==> src/rtl/ex_multicycle_ctrl_if.sv <==
// ex_multicycle_ctrl_if: E-stage op/hazard inputs and stall/flush/status outputs of the multi-cycle sequencer
interface ex_multicycle_ctrl_if;
  logic       FPUStartE;
  logic [2:0] FPUControlE;
  logic       MatmulStartE;
  logic       MatmulBusy;
  logic       PCSrcE;
  logic       LwStallD;
  logic       StallF;
  logic       StallD;
  logic       StallE;
  logic       FlushD;
  logic       FlushE;
  logic       FPUValidE;
  logic       MatmulGo;
  logic       MatmulTimeout;
  modport master (
    output FPUStartE, FPUControlE, MatmulStartE, MatmulBusy, PCSrcE, LwStallD,
    input  StallF, StallD, StallE, FlushD, FlushE, FPUValidE, MatmulGo, MatmulTimeout
  );
  modport slave (
    input  FPUStartE, FPUControlE, MatmulStartE, MatmulBusy, PCSrcE, LwStallD,
    output StallF, StallD, StallE, FlushD, FlushE, FPUValidE, MatmulGo, MatmulTimeout
  );
endinterface

==> src/rtl/ex_multicycle_ctrl.sv <==
// ex_multicycle_ctrl: holds FPU/matmul ops in EX until done and merges load-use stall with branch flush (clk, active-low sync reset, bus = slave side)
module ex_multicycle_ctrl #(
  parameter int FPU_LAT     = 3,
  parameter int FPU_DIV_LAT = 8,
  parameter int MM_TIMEOUT  = 1023
) (
  input logic clk,
  input logic reset,
  ex_multicycle_ctrl_if.slave bus
);
  localparam int WW = $clog2(MM_TIMEOUT + 1);
  typedef enum logic [1:0] {IDLE, FPU_RUN, MM_WAIT, MM_RUN} state_t;
  state_t state, state_n;
  logic [3:0] cnt, cnt_n, lat;
  logic [WW-1:0] wd, wd_n;
  logic to, to_n, wd_hit, stall_e, fpu_valid, mm_go;
  assign lat = bus.FPUControlE == 3'b011 ? 4'(FPU_DIV_LAT) : 4'(FPU_LAT);
  assign wd_hit = wd == WW'(MM_TIMEOUT);
  always_ff @(posedge clk) begin
    if (!reset) begin
      state <= IDLE;
      cnt   <= '0;
      wd    <= '0;
      to    <= 1'b0;
    end else begin
      state <= state_n;
      cnt   <= cnt_n;
      wd    <= wd_n;
      to    <= to_n;
    end
  end
  always_comb begin
    state_n = state;
    cnt_n   = cnt;
    wd_n    = wd;
    to_n    = to;
    case (state)
      IDLE: begin
        if (bus.FPUStartE) begin
          if (lat > 4'd1) begin
            state_n = FPU_RUN;
            cnt_n   = lat - 4'd2;
          end
        end else if (bus.MatmulStartE) begin
          state_n = MM_WAIT;
          wd_n    = '0;
        end
      end
      FPU_RUN: begin
        if (cnt == 4'd0) state_n = IDLE;
        else cnt_n = cnt - 4'd1;
      end
      default: begin
        wd_n = wd + 1'b1;
        if (wd_hit) begin
          to_n    = 1'b1;
          state_n = IDLE;
        end else if (state == MM_WAIT && bus.MatmulBusy) state_n = MM_RUN;
        else if (state == MM_RUN && !bus.MatmulBusy) state_n = IDLE;
      end
    endcase
  end
  always_comb begin
    stall_e   = state == IDLE    ? (bus.FPUStartE ? lat > 4'd1 : bus.MatmulStartE) :
                state == FPU_RUN ? cnt != 4'd0 :
                state == MM_WAIT ? !wd_hit : bus.MatmulBusy && !wd_hit;
    fpu_valid = (state == IDLE && bus.FPUStartE && lat == 4'd1) || (state == FPU_RUN && cnt == 4'd0);
    mm_go     = state == IDLE && !bus.FPUStartE && bus.MatmulStartE;
  end
  // an op held in EX (stall_e) masks every flush so it is never cleared mid-flight
  assign bus.StallE        = reset & stall_e;
  assign bus.StallF        = reset & (stall_e | bus.LwStallD);
  assign bus.StallD        = reset & (stall_e | bus.LwStallD);
  assign bus.FlushD        = reset & bus.PCSrcE & ~stall_e;
  assign bus.FlushE        = reset & (bus.PCSrcE | bus.LwStallD) & ~stall_e;
  assign bus.FPUValidE     = reset & fpu_valid;
  assign bus.MatmulGo      = reset & mm_go;
  assign bus.MatmulTimeout = reset & to;
endmodule
==> src/flat_wrapper.sv <==
// flat-port wrapper written by rule: the top's interface ports become plain ports
module ex_multicycle_ctrl_flat 
#(
  parameter int FPU_LAT     = 3,
  parameter int FPU_DIV_LAT = 8,
  parameter int MM_TIMEOUT  = 1023
)
  (clk, reset, bus_FPUStartE, bus_FPUControlE, bus_MatmulStartE, bus_MatmulBusy, bus_PCSrcE, bus_LwStallD, bus_StallF, bus_StallD, bus_StallE, bus_FlushD, bus_FlushE, bus_FPUValidE, bus_MatmulGo, bus_MatmulTimeout);
  ex_multicycle_ctrl_if bus_i ();
  input logic clk;
  input logic reset;
  input wire logic [$bits(bus_i.FPUStartE)-1:0] bus_FPUStartE;
  input wire logic [$bits(bus_i.FPUControlE)-1:0] bus_FPUControlE;
  input wire logic [$bits(bus_i.MatmulStartE)-1:0] bus_MatmulStartE;
  input wire logic [$bits(bus_i.MatmulBusy)-1:0] bus_MatmulBusy;
  input wire logic [$bits(bus_i.PCSrcE)-1:0] bus_PCSrcE;
  input wire logic [$bits(bus_i.LwStallD)-1:0] bus_LwStallD;
  output wire logic [$bits(bus_i.StallF)-1:0] bus_StallF;
  output wire logic [$bits(bus_i.StallD)-1:0] bus_StallD;
  output wire logic [$bits(bus_i.StallE)-1:0] bus_StallE;
  output wire logic [$bits(bus_i.FlushD)-1:0] bus_FlushD;
  output wire logic [$bits(bus_i.FlushE)-1:0] bus_FlushE;
  output wire logic [$bits(bus_i.FPUValidE)-1:0] bus_FPUValidE;
  output wire logic [$bits(bus_i.MatmulGo)-1:0] bus_MatmulGo;
  output wire logic [$bits(bus_i.MatmulTimeout)-1:0] bus_MatmulTimeout;
  assign bus_i.FPUStartE = bus_FPUStartE;
  assign bus_i.FPUControlE = bus_FPUControlE;
  assign bus_i.MatmulStartE = bus_MatmulStartE;
  assign bus_i.MatmulBusy = bus_MatmulBusy;
  assign bus_i.PCSrcE = bus_PCSrcE;
  assign bus_i.LwStallD = bus_LwStallD;
  assign bus_StallF = bus_i.StallF;
  assign bus_StallD = bus_i.StallD;
  assign bus_StallE = bus_i.StallE;
  assign bus_FlushD = bus_i.FlushD;
  assign bus_FlushE = bus_i.FlushE;
  assign bus_FPUValidE = bus_i.FPUValidE;
  assign bus_MatmulGo = bus_i.MatmulGo;
  assign bus_MatmulTimeout = bus_i.MatmulTimeout;
  ex_multicycle_ctrl #(.FPU_LAT(FPU_LAT), .FPU_DIV_LAT(FPU_DIV_LAT), .MM_TIMEOUT(MM_TIMEOUT)) u_core (.clk(clk), .reset(reset), .bus(bus_i));
endmodule
==> config.mk <==
export PLATFORM = sky130hd
export DESIGN_NAME = ex_multicycle_ctrl_flat
export DESIGN_NICKNAME = d
export VERILOG_FILES = /design/src/rtl/ex_multicycle_ctrl_if.sv /design/src/rtl/ex_multicycle_ctrl.sv /design/src/flat_wrapper.sv
export SDC_FILE = /design/constraint.sdc
export NUM_CORES = 1
export LEC_CHECK = 0
export CAP_MARGIN = 20
export CORE_AREA = 2 2 48 50
export DETAILED_ROUTE_END_ITERATION = 10
export DIE_AREA = 0 0 50 52
export PLACE_DENSITY_LB_ADDON = 0.3
export SYNTH_ARGS = -nofsm -noshare
export SYNTH_HDL_FRONTEND = slang
export SYNTH_SLANG_ARGS = --single-unit
==> constraint.sdc <==
create_clock -name clk -period 2.1 [get_ports clk]
set_input_delay 0.42 -clock clk [delete_from_list [all_inputs] [get_ports clk]]
set_output_delay 0.42 -clock clk [all_outputs]
set_load 0.01 [all_outputs]
==> results.md <==
- Status: complete, no violations
- Distinct cell type count after synthesis: 42
- CTS sink cnt: 17
- WL/cell: 14.1 um
- Syn Inst Count: 114
- Initial Util: 47.2%
- Final Hold Fails: 0
- H-Tree Depth: 1
- Die Span Y: 52 um
- # setup viols final: 0
- Crit path to: bus_FlushE
- Grt ovf: 0
- Unrepaired setup endpoints after global routing: true
- Final worst slack: 0.0246 ns
- Routed Antenna Nets: 0
- Root buf cell: clkbuf_4
- Pwr/cell area: 593 mW/mm2
- #FFs+latches synth: 17
- Worst-Margin Slew: 0.341 ns
- Share of layout cells above drive strength 1: 40.4%
- Fraction of registers with async set/reset: 0%
- Footprint of the multi-input gates: 706 um2
- Sum Neg Setup Slack: 0 ns
- First-pass GRT wire length: 4480 um
- Finished Cell Area: 0.00150 mm2
- Worst Path Required: 1.68 ns
- Nets: 175
- Crit path from: u_core.cnt[1]$_SDFFE_PN0P_
- Post-layout util: 71.4%
- DP Area: 0.00139 mm2
- Cell Count, Final, Fillers Out: 189
- Post-Syn Area per Cell: 8.71 um2
- Worst Skew: 0.00124 ns
- Area contributors post-synth: dfxtp_1 (34%), nor2_1 (7.2%), xor2_1 (6.2%), ha_1 (3.8%), and2_1 (3.1%)
- Yosys top cell by area: dfxtp_1
- Fin crit share: 98.8%
- Vias per cell: 5.48
- Slew Limit Fails: 0
- Die ar.: 0.00260 mm2
- Vias in the first global route: 1060
- Largest net degree at the start of global routing: 12
- Port bufs: 17
- Cell Area, Synth: 993 um2
- Data arrival time of the worst path: 1.66 ns
- YS warnings: 0
- Ports: 18
- Final Wtd Congestion: 0.798
- Register area: 348 um2
- Slew Limit Headroom: 77.2%
- Post-place setup slack: -0.555 ns
- Overall Power: 0.891 mW
- Clock Latency Late Sink: 0.30 ns
- CP endpoint kind: primary output
- Yosys top cell area share: 34.3%
- Startpoint Class: register
- Total CTS buffers: 3
- Seq/Total Area, Yosys: 34.3%
- Placed Cells: 184
- CP Max Fanout: 3
- Final Critical Period: 2.08 ns
- Max Clk Rate: 0.482 GHz
- Pre-Repair DR Iteration Count: 4
- WS Path Type: reg2out
- Iteration-0 DRC Markers: 14
- Clk buf depth: 2
- Hold_ws: 0.492 ns
- Area Growth Syn to Fin: 51.3%
- Reg clk slew, reported paths: 0.11 ns
- Initial antenna violation count: 0
- Diodes inserted: 0
- CTS tree: done
- Post-detail-place hpwl: 1960 um
- Reg2reg path depth: 6
- Leak Pwr: 0.639 nW
- Worst vdd ir: 0.000487 V
- GRT Overall Usage: 22.7%
- Worst r2r src: u_core.state[1]$_SDFFE_PN0P_
- Worst reg2reg endpoint: u_core.cnt[0]$_SDFFE_PN0P_
- Filler cells: 160
- Hold Crit Class: reg2reg
- DR DRC count: 0
- Reg2Reg Setup Slack: 0.30 ns
- EDFF count, synth: 0
- Site Rows: 17
- Core Footprint: 0.00211 mm2
- Max Cap Violations: 0
- Top_reg_cell synth: dfxtp_1
- Detailed Route WL: 2660 um
- DR vias: 1035
- Die Width: 50 um
- Post-Synthesis Net Count: 127
[cell families after synthesis]
group	after synthesis	synth area share, %
compound gates	25	18.4
xor+xnor	8	7.05
buf+inv	8	4.41
flops	17	34.3
fa+ha+maj	3	3.78
mux	1	1.01
simple gates	52	31.1
[Yosys cell counts (all sizes together) (3+ instances only)]
cell type and number:
o21ai 6, nor2 19, and3 4, o211ai 4, buf 4, a21oi 3, inv 3, and2 5
nand2 7, xor2 7, ha 3, dfxtp 17
[layout by cell type (no fill, tap or decap), drive strengths merged, types with 4 or more instances in the layout]
cell type | synthesis | layout
nand2 | 7 | 7
buf | 4 | 36
and2 | 5 | 5
dlygate4sd2 | 0 | 5
o21ai | 6 | 6
and3 | 4 | 4
clkdlybuf4s50 | 0 | 6
xor2 | 7 | 7
dfxtp | 17 | 17
o211ai | 4 | 4
nor2 | 19 | 19
[report_power, final]
| part | total [mW] | internal [mW] | switching (mW) |
|---|---|---|---|
| combinational | 0.344 | 0.181 | 0.163 |
| clock | 0.183 | 0.0710 | 0.112 |
| sequential | 0.364 | 0.346 | 0.0178 |
| total | 0.891 | 0.598 | 0.293 |
[repair_timing]
item                       4_1_cts  5_1_grt
hold buffers                     0        0
setup buffers                    1        0
pin swaps                        4        1
resized for setup               48        4
setup endpoints to repair        8        6
hold endpoints to repair         0        0
[worst min-delay path by stage]
stage                             end  cells past startpoint                   start
3_5_place_dp   u_core.to$_SDFFE_PN0P_                      2  u_core.to$_SDFFE_PN0P_
5_1_grt        u_core.to$_SDFFE_PN0P_                      2  u_core.to$_SDFFE_PN0P_
2_1_floorplan  u_core.to$_SDFFE_PN0P_                      2  u_core.to$_SDFFE_PN0P_
6_report       u_core.to$_SDFFE_PN0P_                      2  u_core.to$_SDFFE_PN0P_
3_3_place_gp   u_core.to$_SDFFE_PN0P_                      2  u_core.to$_SDFFE_PN0P_
4_1_cts        u_core.to$_SDFFE_PN0P_                      2  u_core.to$_SDFFE_PN0P_
[flip-flops by register name, indices dropped and copies added, names as in the netlist]
| signal | cells |
|---|---|
| u_core.state | 2 |
| u_core.to | 1 |
| u_core.cnt | 4 |
| u_core.wd | 10 |
[routing by layer]
| metal | vias to the layer above | track usage [%] | part of all wire [%] |
|---|---|---|---|
| li1 | 507 | - | - |
| met1 | 495 | 24.3 | 42 |
| met2 | 25 | 43.2 | 53 |
| met3 | 8 | 3.16 | 2.7 |
| met4 | 0 | 11.6 | 2.0 |
| met5 | - | 0 | 0 |
[area by class of cell]
type	instances	area share, %
inverters	3	0.749
multi-input cells	89	47.0
flip-flops and latches	17	23.1
well taps	28	2.33
clock inverters	1	0.333
clock buffers	3	1.50
repair buffers	48	25.0
[worst max-delay path, stage by stage, from the launching register on]
cell and delay, ns:
dfxtp_2 0.35, inv_2 0.05, ha_4 0.15, and4bb_4 0.21, o32ai_4 0.28, buf_6 0.14
nor2_1 0.04, buf_2 0.13
Note: power is estimated with default switching activity, not from simulation.
==> RTL change 1 (same flow settings) <==
`MM_TIMEOUT` is set to 1023 in 2 places; all go to 511.
--- a/src/rtl/ex_multicycle_ctrl.sv
+++ b/src/rtl/ex_multicycle_ctrl.sv
@@ -4,3 +4,3 @@
   parameter int FPU_DIV_LAT = 8,
-  parameter int MM_TIMEOUT  = 1023
+  parameter int MM_TIMEOUT  = 511
 ) (
--- a/src/flat_wrapper.sv
+++ b/src/flat_wrapper.sv
@@ -5,3 +5,3 @@
   parameter int FPU_DIV_LAT = 8,
-  parameter int MM_TIMEOUT  = 1023
+  parameter int MM_TIMEOUT  = 511
 )
Formal check against the unedited RTL: same outputs for any inputs over 10 cycles, from zero or initial values and one cycle with reset low; that may be too few to reach the edited logic, so the function may still have changed.
==> RTL change 1 against the unedited design <==
Critical path type unchanged; routed wire length fell by 15%; worst setup slack got worse by 370 ps; synthesized cell count down 1.8%; power rose by 2.0%; sequential cell count fell by 1; the run now ends with negative setup slack left; final cell count shrank 3.7%; synthesized area is 5.8% lower; cell area down 7.2%; highest routed layer unchanged; largest power group unchanged; first-iteration DRC count shrank 29%.
==> RTL change 1: results (changes against the unedited design) <==
grt_pass1_wl_mm: 3.90  # was 4.48 mm
synth_nets: 126  # was 127
synth_compound_gate_area_share: 0.155  # was 0.184
status: "complete, but fails checks"  # was complete, no violations
place_ws_ps: -425  # was -555 ps
finalNonFillerCells: 182  # was 189
viasPerCell: 5.13  # was 5.48
r2r_start: "u_core.wd[1]"  # was u_core.state[1]
setup_viol: 5  # was 0
synthAdderAreaFrac: 0.0535  # was 0.0378
gp_congestion: 0.750  # was 0.798
synth_cell_types: 33  # was 42
critPathTopFamily: "simple AND/OR/NAND/NOR gates"  # was flip-flops
grt_util_met2: 0.384  # was 0.432
seq_area_frac_synth: 0.342  # was 0.343
wl_met3_um: 60  # was 73 um
setup_tns_ps: -1460  # was 0 ps
grt_max_degree: 13  # was 12
dp_cells: 174  # was 184
reg2regPathDepth: 9  # was 6
synth.area.mux_share: 0.0107  # was 0.0101
violations: "negative setup slack"
wl_per_cell_um: 12.4  # was 14.1 um
drt-initial-drc-count: 10  # was 14
dp.final_hpwl_mm: 1.64  # was 1.96 mm
top_regs: "u_core.wd (9), u_core.cnt (4), u_core.state (2)"  # was u_core.wd (10), u_core.cnt (4), u_core.state (2)
finClkSkew_ps: 5.92  # was 1.24 ps
worst_slack_ps: -344  # was 24.6 ps
synth-xor-area-share: 0.0374  # was 0.0705
syn_avg_cell_area_um2: 8.36  # was 8.71 um2
r2r_slack_ps: 450  # was 300 ps
met1_length_um: 874  # was 1.12 mm
r2r_end: "u_core.state[1]"  # was u_core.cnt[0]
synthTopCellsByArea: "dfxtp_1 (34%), ha_1 (5.3%), nor2b_1 (5.3%)"  # was dfxtp_1 (34%), nor2_1 (7.2%), xor2_1 (6.2%)
drive_gt1_frac: 0.338  # was 0.404
==> RTL change 1: cell count changes in the layout (fill, tap and decap cells not counted), sizes merged, moves of 3 or more <==
cell           delta
o21ai             +3
xor2              -3
o211ai            -3
nor2              -7
a21oi             +5
clkdlybuf4s50     +3
buf               -5
nor2b             +8
==> RTL change 1: power groups by stage <==
stage	registers [mW]	logic, mW	clock network (mW)
2_1_floorplan	0.353	0.187	0
3_3_place_gp	0.356	0.297	0
3_5_place_dp	0.357	0.305	0
4_1_cts	0.356	0.334	0.217
5_1_grt	0.360	0.381	0.227
6_report	0.356	0.341	0.211
==> RTL change 1: cell type report <==
| class | instances | area, um2 |
|---|---|---|
| Fill cell | 178 | 712 |
| Multi-Input combinational cell | 88 | 639 |
| Tap cell | 28 | 35.0 |
| Clock buffer | 4 | 36.3 |
| Timing Repair Buffer | 43 | 347 |
| Inverter | 3 | 11.3 |
| Sequential cell | 16 | 325 |
==> RTL change 1: worst max-delay path by stage <==
| stage | startpoint | endpoint | cells past startpoint |
|---|---|---|---|
| global placement | bus_FPUStartE | bus_StallF | 6 |
| CTS | u_core.wd[1] | bus_StallF | 10 |
| finish | u_core.wd[1] | bus_StallF | 10 |
| global route | u_core.wd[1] | bus_StallF | 10 |
| detailed placement | bus_MatmulStartE | bus_StallF | 6 |
| floorplan | u_core.wd[0] | bus_StallF | 8 |
==> RTL change 1: logic make-up after synthesis <==
logic type | Yosys count
buffers and inverters | 8
DFF | 16
muxes | 1
xor gates and xnor gates | 4
and+or+nand+nor | 54
AOI/OAI and AO/OA | 25
adders and majority gates | 4
==> RTL change 1: repair_timing <==
| action | CTS | global route |
|---|---|---|
| pin swaps | 8 | 1 |
| endpoints found under the setup margin | 8 | 5 |
| gates resized for setup | 33 | 4 |
| buffers inserted | 4 | 1 |
==> RTL change 2 (config.mk and constraints unchanged) <==
Made on the original files. Put a register stage on the output `bus.MatmulTimeout`, without a reset. The value now appears one clock later.
--- a/src/rtl/ex_multicycle_ctrl.sv
+++ b/src/rtl/ex_multicycle_ctrl.sv
@@ -77,3 +77,5 @@
   assign bus.MatmulGo      = reset & mm_go;
-  assign bus.MatmulTimeout = reset & to;
+  always_ff @(posedge clk) begin
+    bus.MatmulTimeout <= reset & to;
+  end
 endmodule
Check against the original RTL: no difference found for any inputs over 10 cycles, from zero or initial values and one cycle with reset low; that may be too few to reach the edited logic, so the function may still have changed.
==> RTL change 2 against the unedited design <==
Worst setup slack gained 44 ps; die area did not move; cell area shrank 2.3%; synthesized area rose by 2.0%; clock power increased by 16%; register-to-register slack improved by 70 ps; worst hold slack barely moved; critical path depth shrank 1; routed wire length down 6.4%; power up 2.7%; sequential cell count rose by 1; critical endpoint is now bus_StallF; largest power group unchanged.
==> RTL change 2: results (changes against the unedited design) <==
synth_nets: 128  # was 127
grt_pass1_vias: 1032  # was 1060
finalNonFillerCells: 185  # was 189
synthTopCellsByArea: "dfxtp_1 (36%), nor2_1 (7.0%), xor2_1 (6.0%)"  # was dfxtp_1 (34%), nor2_1 (7.2%), xor2_1 (6.2%)
drt-initial-drc-count: 19  # was 14
dp.final_hpwl_mm: 1.89  # was 1.96 mm
vias: 983  # was 1035
max_freq_mhz: 492  # was 482 MHz
finClkSkew_ps: 5.90  # was 1.24 ps
r2r_slack_ps: 370  # was 300 ps
relSlewSlack: 0.790  # was 0.772
synthesis.instances: 115  # was 114
status: "complete, no violations"  # unchanged
nNetsFinal: 171  # was 175
dp_cells: 179  # was 184
startpoint: "u_core.wd[0]"  # was u_core.cnt[1]
place_ws_ps: -524  # was -555 ps
grtUsageTotal: 0.220  # was 0.227
power.static_leakage_nw: 0.626  # was 0.639 nW
grt_max_degree: 16  # was 12
drive_gt1_frac: 0.369  # was 0.404
gp_congestion: 0.751  # was 0.798
ir_worst_vdd_v: 0.000400  # was 0.000487 V
endpoint: "bus_StallF"  # was bus_FlushE
synth.top_cells.by_count: "nor2_1 (19), dfxtp_1 (18), nand2_1 (7), xor2_1 (7)"  # was nor2_1 (19), dfxtp_1 (17), nand2_1 (7), xor2_1 (7)
seq_area_frac_synth: 0.356  # was 0.343
wl_per_cell_um: 13.5  # was 14.1 um
## RTL change 2: through the flow
stage / instance area, um2 / TNS [ps] / utilization / total power [mW] / hold slack [ps]
CTS: 1440 / 0 / 0.686 / 0.903 / 494
global placement: 1370 / -2620 / 0.649 / 0.668 / 443
global route: 1470 / -38.8 / 0.697 / 0.967 / 522
detailed placement: 1370 / -2920 / 0.649 / 0.678 / 469
finish: 1470 / 0 / 0.697 / 0.914 / 492
floorplan: 1010 / 0 / - / 0.549 / 429
## RTL change 2: worst max-delay path, delay by kind of cell, from the launching register on
kind / cells / cell delay, ps
simple gates: 2 / 380
flops: 1 / 340
compound gates: 2 / 280
fa+ha+maj: 1 / 180
buf+inv: 1 / 140
## RTL change 2: cells by family after synthesis
logic type,synth area share
and+or+nand+nor,0.305
AOI/OAI and AO/OA,0.180
DFF,0.356
xor gates and xnor gates,0.0691
buffers and inverters,0.0432
adders and majority gates,0.0370
muxes,0.00988
## RTL change 2: metal layers
| layer | up-vias | global-route usage | wire [um] |
|---|---|---|---|
| li1 | 498 | - | - |
| met1 | 475 | 0.219 | 1010 |
| met2 | 6 | 0.421 | 1430 |
| met3 | 4 | 0.0402 | 26 |
| met4 | 0 | 0.130 | 31 |
| met5 | - | 0 | 0 |
## RTL change 2: how the worst min path moves through the flow
stage	startpoint	slack, ps	endpoint	cells after the start
2_1_floorplan	u_core.to	430	u_core.to	2
3_3_place_gp	u_core.to	440	u_core.bus.MatmulTimeout	1
3_5_place_dp	u_core.to	470	u_core.to	2
4_1_cts	u_core.to	490	u_core.to	2
5_1_grt	u_core.to	520	u_core.bus.MatmulTimeout	1
6_report	u_core.to	490	u_core.to	2
## RTL change 2: cell type report
type                            instances  area [um2]
Sequential cell                        18         368
Timing Repair Buffer                   43         333
Clock buffer                            4        36.3
Multi-Input combinational cell         89         684
Fill cell                             160         638
Tap cell                               28        35.0
Inverter                                3        11.3
## RTL change 2: what timing repair did
action,in CTS,in global routing
resized for setup,39,6
endpoints found under the hold margin,0,0
pin swaps,3,3
setup endpoints to repair,7,4
buffers inserted,0,2
## RTL change 2: power breakdown
group / switching [mW] / internal [mW]
logic: 0.151 / 0.170
registers: 0.0162 / 0.365
clock network: 0.107 / 0.106
total: 0.274 / 0.641
